## config.mk

```make
export PLATFORM = sky130hd
export DESIGN_NAME = mem_stage_lsu
export DESIGN_NICKNAME = d
export VERILOG_FILES = /design/src/rtl/mem_stage_lsu.sv
export SDC_FILE = /design/constraint.sdc
export NUM_CORES = 1
export LEC_CHECK = 0
export BUFFER_PORTS_ARGS = -buffer_cell sky130_fd_sc_hd__buf_2
export CAP_MARGIN = 20
export CORE_MARGIN = 10
export CORE_UTILIZATION = 46
export CTS_CLUSTER_SIZE = 8
export DETAILED_ROUTE_END_ITERATION = 16
export GPL_TIMING_DRIVEN = 0
export HOLD_SLACK_MARGIN = 0.03
export PLACE_DENSITY = 0.77
export SETUP_SLACK_MARGIN = 0.05
export SYNTH_ARGS = -nofsm -noshare
export SYNTH_HDL_FRONTEND = slang
export SYNTH_SLANG_ARGS = --single-unit
```

## constraint.sdc

```tcl
create_clock -name CLK -period 3.5 [get_ports CLK]
set_input_delay 0.7 -clock CLK [delete_from_list [all_inputs] [get_ports CLK]]
set_output_delay 0.7 -clock CLK [all_outputs]
set_load 0.02 [all_outputs]
```

## src/rtl/mem_stage_lsu.sv

```systemverilog
// Data-memory stage: load/store through a req/ack memory port with lane steering,
// load extension, WB->MEM store forwarding, misalign/timeout exceptions and MEM/WB register.
module mem_stage_lsu #(
  parameter int ADDR_W     = 32,
  parameter int REG_W      = 5,
  parameter int TIMEOUT    = 16,
  parameter int BIG_ENDIAN = 1
) (
  input  logic              CLK,
  input  logic              RESET,
  input  logic              in_valid,
  input  logic              in_load,
  input  logic              in_store,
  input  logic [1:0]        in_size,
  input  logic              in_unsigned,
  input  logic [ADDR_W-1:0] in_addr,
  input  logic [31:0]       in_sdata,
  input  logic [REG_W-1:0]  in_rd,
  input  logic              in_wb_en,
  input  logic              fwd_wb_en,
  input  logic [REG_W-1:0]  fwd_wb_rd,
  input  logic [31:0]       fwd_wb_data,
  input  logic [REG_W-1:0]  in_rt,
  output logic              stall,
  output logic              dm_req,
  output logic              dm_we,
  output logic [3:0]        dm_be,
  output logic [ADDR_W-1:0] dm_addr,
  output logic [31:0]       dm_wdata,
  input  logic              dm_ack,
  input  logic [31:0]       dm_rdata,
  output logic              out_valid,
  output logic              out_wb_en,
  output logic [REG_W-1:0]  out_rd,
  output logic [31:0]       out_data,
  output logic [1:0]        out_exc
);

  localparam int CNT_W = $clog2(TIMEOUT + 1);
  localparam logic [1:0] EXC_NONE    = 2'd0;
  localparam logic [1:0] EXC_MISALIGN = 2'd1;
  localparam logic [1:0] EXC_TIMEOUT  = 2'd2;

  typedef enum logic {IDLE, REQ} state_t;

  function automatic logic is_aligned(input logic [1:0] size, input logic [1:0] off);
    case (size)
      2'd0:    return 1'b1;
      2'd1:    return ~off[0];
      2'd2:    return (off == 2'b00);
      default: return 1'b0;
    endcase
  endfunction

  function automatic logic [3:0] lane_mask(input logic [1:0] size, input logic [1:0] off);
    logic [3:0] m;
    case (size)
      2'd0:    m = (BIG_ENDIAN != 0) ? (4'b1000 >> off) : (4'b0001 << off);
      2'd1:    m = ((BIG_ENDIAN != 0) == (off[1] == 1'b0)) ? 4'b1100 : 4'b0011;
      default: m = 4'b1111;
    endcase
    return m;
  endfunction

  // Replication puts the value in every lane, so the byte enables alone pick the target.
  function automatic logic [31:0] steer(input logic [1:0] size, input logic [31:0] d);
    case (size)
      2'd0:    return {4{d[7:0]}};
      2'd1:    return {2{d[15:0]}};
      default: return d;
    endcase
  endfunction

  function automatic logic [31:0] extract(input logic [1:0] size, input logic [1:0] off,
                                          input logic uns, input logic [31:0] rd);
    logic [1:0]         lane;
    logic signed [7:0]  b;
    logic signed [15:0] h;
    logic [31:0]        r;
    lane = (BIG_ENDIAN != 0) ? ~off : off;
    b    = rd[{lane, 3'b000} +: 8];
    h    = lane[1] ? rd[31:16] : rd[15:0];
    case (size)
      2'd0:    r = uns ? {24'd0, b} : {{24{b[7]}}, b};
      2'd1:    r = uns ? {16'd0, h} : {{16{h[15]}}, h};
      default: r = rd;
    endcase
    return r;
  endfunction

  state_t             state;
  logic [CNT_W-1:0]   cnt;

  logic [ADDR_W-1:0]  addr_p1;
  logic [1:0]         size_p1;
  logic               uns_p1;
  logic               load_p1;
  logic               wb_en_p1;
  logic [REG_W-1:0]   rd_p1;

  logic               mem_op;
  logic               aligned;
  logic               accept;
  logic               timeout_hit;
  logic               fwd_hit;
  logic [31:0]        sdata_sel;

  assign mem_op      = in_load | in_store;
  assign aligned     = is_aligned(in_size, in_addr[1:0]);
  assign accept      = (state == IDLE) && in_valid && mem_op && aligned;
  assign timeout_hit = (cnt == CNT_W'(TIMEOUT - 1));
  assign fwd_hit     = fwd_wb_en && (fwd_wb_rd == in_rt) && (in_rt != '0);
  assign sdata_sel   = fwd_hit ? fwd_wb_data : in_sdata;

  // Stall releases in the completing REQ cycle so upstream advances on that same edge.
  assign stall = accept || ((state == REQ) && !dm_ack && !timeout_hit);

  // Accept stage: request attributes captured for the REQ phase
  always_ff @(posedge CLK) begin
    if (accept) begin
      addr_p1  <= in_addr;
      size_p1  <= in_size;
      uns_p1   <= in_unsigned;
      load_p1  <= in_load;
      wb_en_p1 <= in_wb_en;
      rd_p1    <= in_rd;
    end
  end

  // Request stage and MEM/WB register
  always_ff @(posedge CLK or posedge RESET) begin
    if (RESET) begin
      state     <= IDLE;
      cnt       <= '0;
      dm_req    <= 1'b0;
      dm_we     <= 1'b0;
      dm_be     <= 4'd0;
      dm_addr   <= '0;
      dm_wdata  <= 32'd0;
      out_valid <= 1'b0;
      out_wb_en <= 1'b0;
      out_rd    <= '0;
      out_data  <= 32'd0;
      out_exc   <= EXC_NONE;
    end else begin
      out_valid <= 1'b0;
      case (state)
        IDLE: begin
          if (in_valid) begin
            if (!mem_op) begin
              out_valid <= 1'b1;
              out_wb_en <= in_wb_en;
              out_rd    <= in_rd;
              out_data  <= 32'(in_addr);
              out_exc   <= EXC_NONE;
            end else if (!aligned) begin
              out_valid <= 1'b1;
              out_wb_en <= 1'b0;
              out_rd    <= in_rd;
              out_data  <= 32'(in_addr);
              out_exc   <= EXC_MISALIGN;
            end else begin
              state    <= REQ;
              cnt      <= '0;
              dm_req   <= 1'b1;
              dm_we    <= ~in_load;
              dm_be    <= lane_mask(in_size, in_addr[1:0]);
              dm_addr  <= {in_addr[ADDR_W-1:2], 2'b00};
              dm_wdata <= in_load ? 32'd0 : steer(in_size, sdata_sel);
            end
          end
        end
        REQ: begin
          if (dm_ack || timeout_hit) begin
            state     <= IDLE;
            cnt       <= '0;
            dm_req    <= 1'b0;
            dm_we     <= 1'b0;
            dm_be     <= 4'd0;
            dm_addr   <= '0;
            dm_wdata  <= 32'd0;
            out_valid <= 1'b1;
            out_rd    <= rd_p1;
            if (dm_ack) begin
              out_wb_en <= wb_en_p1;
              out_data  <= load_p1 ? extract(size_p1, addr_p1[1:0], uns_p1, dm_rdata)
                                   : 32'(addr_p1);
              out_exc   <= EXC_NONE;
            end else begin
              out_wb_en <= 1'b0;
              out_data  <= 32'(addr_p1);
              out_exc   <= EXC_TIMEOUT;
            end
          end else begin
            cnt <= cnt + 1'b1;
          end
        end
        default: state <= IDLE;
      endcase
    end
  end

endmodule

```

[Word level (Yosys, flattened, before mapping)]
Cells that the tools add are included.
Cells by class
  add/sub/neg operators: 1
  equal/unequal tests: 10
  shift-type cells: 2
  muxes and demuxes: 72
  bitwise gates (word level): 5
  reductions and logical operators: 18
Operator list (count)
  $mux 32: 17
  $pmux 32 s2: 5
  $mux 5: 8
  $shiftx 32x6->8: 1
  $mux 1: 20
  $mux 4: 5
  $pmux 5 s2: 2
  $mux 16: 1
  $pmux 4 s2: 2
  $mux 2: 5
  $pmux 1 s2: 5
  $logic_and 1x1->1: 7
  $logic_not 2->1: 3
  $ne 2x2->1 const B: 3
  $reduce_and 3->1: 2
  $add 5x1->5 const B: 1
  $eq 5x4->1 const B: 1
  $eq 5x5->1: 1
  $reduce_bool 5->1: 1
  $eq 2x1->1 const B: 2
  $pmux 2 s2: 1
  $reduce_and 4->1: 1
  $shr 4x2->4 const A: 1
  $ne 3x3->1 const B: 1
  other kinds (8): 12
Word-level totals
  register bits after elaboration: 159
  input port bits: 154

[Depth between registers and ports, before layout]
  word-level depth: 10
  depth in mapped cells: 10

[Worst setup path after synthesis]
OpenSTA, ideal clock, no wires.
  kind: input port to flip-flop
  start: input in_size[0]
  end: register addr_p1[0] (enable)
  arrival: 2302 ps
  required time: 3104 ps
  path slack: 802 ps
  stages on the path: 5
  buffers on the path: 1
  cell sequence: buf_4 -> a21oi_1 -> o221a_2 -> nand2_1 -> inv_1
On the way
  word-level cells in the longest chain between the ends: 3
  elaborated cells on any way between the ends: 5
  those cells by class: 2 x eq/ne; 1 x mux; 2 x reduce/logical
RTL lines
  start, declared: line 14  | input logic [1:0] in_size,
  $eq 2x2->1 (tied with other cells): line 47  | case (size)
  $pmux 1 s3 (*): line 47
  $logic_and 1x1->1 (*): line 110  | assign accept = (state == IDLE) && in_valid && mem_op && aligned;
  via accept: line 103  | logic accept;
  end signal, assigned: line 121  | addr_p1 <= in_addr;
  end, declared: line 94  | logic [ADDR_W-1:0] addr_p1;
The timed path passes the listed nets; every way through them passes the cells marked *.
A chain may end at the register's enable or synchronous reset.

[Final worst setup path]
  start: register cnt[0]
  end: output stall
On the way
  word-level cells in the longest chain between the ends: 4
RTL lines
  start, declared: line 92  | logic [CNT_W-1:0] cnt;
  start signal, assigned: line 195  | cnt <= cnt + 1'b1;
  $eq 5x4->1: line 111  | assign timeout_hit = (cnt == CNT_W'(TIMEOUT - 1));
  $logic_not 1->1: line 116  | assign stall = accept || ((state == REQ) && !dm_ack && !timeout_hit);
  $logic_and 1x1->1: line 116
  $logic_or 1x1->1: line 116
  end, declared: line 24  | output logic stall,
Every way passes these cells.

==> flow_summary.json <==
{
  "status": "completed",
  "cts.sinks": 157,
  "postRouteAntennaNets": 0,
  "ios": 266,
  "dp_hpwl_mm": 22.96,
  "setup_viol": 0,
  "grt_pass1_wl_mm": 43.99,
  "htreeDepth": 4,
  "comb_power_share": 0.268,
  "hold_path_class": "in2async",
  "syn_area_sq_um": 7920,
  "die_area_sq_um": 22870,
  "yosys_most_used_dff": "dfrtp_1",
  "initialDrtViolationCount": 890,
  "rows": 47,
  "yosys.area.top_type": "dfrtp_1",
  "synthTopCellsByCount": "nand2_1 (145), dfrtp_1 (115), o21ai_0 (83)",
  "max_slew.worst_pin.slew_ps": 959.3,
  "slowest_stage": "dfrtp_1",
  "crit_fanout": 10,
  "synthArstFlopShare": 0.7325,
  "grtUsageTotal": 0.2508,
  "multiInputGateArea_sq_um": 3476,
  "postSynthAreaPerCell_sq_um": 10.18,
  "routed_via_density": 5.973,
  "first_global_vias": 7733,
  "insertion_delay_ps": 420,
  "syn_to_final_growth_pct": 28.39,
  "synth_area_leaders": "dfrtp_1 (36%), edfxtp_1 (16%), nand2_1 (6.9%)",
  "worstPathRequired_ps": 2800,
  "cts_resized": 0,
  "cpPeakStageDelay_ps": 410,
  "wl_met1_mm": 11.22,
  "power.leakage_nw": 4.626,
  "post-cts-setup-buffers": 0,
  "cp-start-kind": "flip-flop",
  "cap_violations": 0,
  "wire_per_inst_microns": 22.66,
  "period_share": 0.9360,
  "reg2reg_depth": 5,
  "place_ws_ps": 361.8,
  "crit_buf_inv": 3,
  "ir_drop_mv": 0.3974,
  "clockRootBuffer": "clkbuf_16",
  "hold_viol": 0,
  "clk_path_buf_depth": 2,
  "chipHeight_microns": 151.2,
  "synth_edf_count": 42,
  "synth_top_area_share": 0.3633,
  "power.switching_w": 0.001930,
  "synth-seq-area-share": 0.5226,
  "cp_top_family": "buffers and inverters",
  "finalMaxSlewViolations": 0,
  "drc_errors": 0,
  "gp_congestion": 0.9464,
  "final_nets": 1220,
  "hold-worst-slack_ps": 231.1,
  "ys_ff_latch": 157,
  "rsz0062_at_grt": "false",
  "initial_core_util": 0.4742,
  "crit_path_cell_trace": "ha_1 > and3_1 > ha_1 > or3_1 > buf_2 > clkbuf_1 > nand2_1 > buf_2",
  "grt_antenna_before_repair": 5,
  "fin_crit_ps": 3276,
  "ys_warn_count": 0,
  "cp-end-kind": "output port",
  "skew_ps": 10.80,
  "dr.pass1.iters": 8,
  "die_w_microns": 151.2,
  "routed.top_layer": "met5",
  "fmax_ghz": 0.3052,
  "cts_buffers": 17,
  "cts_tree": "done",
  "synth_cell_types": 54,
  "synthMostInstantiatedCell": "nand2_1",
  "slew_headroom": 0.3595,
  "synth_cells": 778,
  "vias": 7759,
  "critical_path_arrival_ps": 2580,
  "grt_max_degree": 43,
  "crit_type": "reg2out",
  "core_sq_um": 16700,
  "p_int_w": 0.003763,
  "powerDensity_nw_per_um2": 559.9,
  "path_depth": 8,
  "drt_wl_total_mm": 29.44,
  "clk_pin_slew_ps": 60,
  "port_buffers": 263,
  "swShare": 0.3390,
  "layout_setup_ws_ps": 223.9,
  "route.met3.wl_mm": 3.204,
  "holdBufCountCts": 0,
  "clkPwrFrac": 0.323,
  "total_power_w": 0.005693,
  "grt_overflow": 0,
  "fill_cells": 1484,
  "drive_above_1_share": 0.3213,
  "wl_met2_mm": 13.96,
  "seq_area_sq_um": 4139,
  "power_frac_seq": 0.409
}
==> metrics by stage <==
stage	setup TNS, ps	instance area (sq um)	instances	util
final	0	10170	1299	0.6089
after global routing	0	10170	1299	0.6089
after CTS	0	10160	1297	0.6086
after detailed placement	0	9579	1265	0.5736
after global placement	-6744	9519	1262	0.5700
after floorplan	0	7928	779	-
==> cells in the final DEF, fill, tap and decap left out, drive strengths merged, types with 5 or more instances in the layout <==
master  synthesis  layout
dfrtp         115     115
o211ai         30      30
a221o          19      19
clkbuf         43      63
nand3          13      13
nand2b          5       5
a21o            9       9
nand2         145     145
a31oi          11      11
o31ai          10      10
edfxtp         42      42
inv             9      13
a21oi          35      35
nand4          16      16
a221oi         10      10
clkinv          1       7
o21ai          85      85
a222oi          7       7
nor3            6       6
buf            19     285
mux2           25      25
nor2           21      21
mux2i          42      42
and2            8       8
a211oi         11      11
==> worst paths after layout <==
check / to / start / slack, ps
min in group CLK: dm_addr[30] / dm_addr[30] / 460
min reg2reg: dm_addr[30] / dm_addr[30] / 460
max reg2reg: addr_p1[0] / state / 480
max in group asynchronous: out_data[4] / RESET / 2540
min: dm_wdata[29] / RESET / 230
max: stall / cnt[0] / 220
==> worst reg2reg max path, delay by kind of cell, from the launching register on <==
family	cells	cell delay, ps
simple gates	1	490
buf+inv	4	1760
flops	1	350
==> per-layer routing <==
| layer | GRT usage | vias to the layer above |
|---|---|---|
| li1 | - | 3470 |
| met1 | 0.3066 | 3741 |
| met2 | 0.4069 | 467 |
| met3 | 0.07130 | 75 |
| met4 | 0.1059 | 6 |
| met5 | 0 | - |
==> state kept, by name, summed over array words and instances, names as in the netlist, 2 cells and up <==
signal    count
cnt           5
addr_p1      32
out_rd        5
dm_addr      30
out_data     32
out_exc       2
rd_p1         5
dm_wdata     32
dm_be         4
size_p1       2
==> power by group through the flow <==
stage	logic (W)	clock network (W)	registers [W]
5_1_grt	0.00165	0.00193	0.00236
3_5_place_dp	0.00153	0	0.00236
6_report	0.00153	0.00184	0.00233
3_3_place_gp	0.00150	0	0.00234
2_1_floorplan	0.000572	0	0.00265
4_1_cts	0.00153	0.00185	0.00232
==> cells by family after synthesis <==
group           Yosys count  synth area share
fa+ha+maj                 2          0.003159
compound gates          241            0.2017
simple gates            229            0.1265
other cells               1         0.0004735
xor+xnor                  5          0.005529
buf+inv                  72           0.03902
flops                   157            0.5226
mux                      71            0.1009
==> layout make-up <==
| class | instances | share of cell area |
|---|---|---|
| clock inverters | 12 | 0.01034 |
| repair buffers | 266 | 0.1354 |
| plain buffers | 62 | 0.02670 |
| inverters | 10 | 0.004061 |
| flip-flops and latches | 157 | 0.4070 |
| clock buffers | 20 | 0.04713 |
| multi-input cells | 550 | 0.3418 |
| diodes | 2 | 0.0004922 |
| well taps | 220 | 0.02707 |
Power figures use the tool's default switching activity.
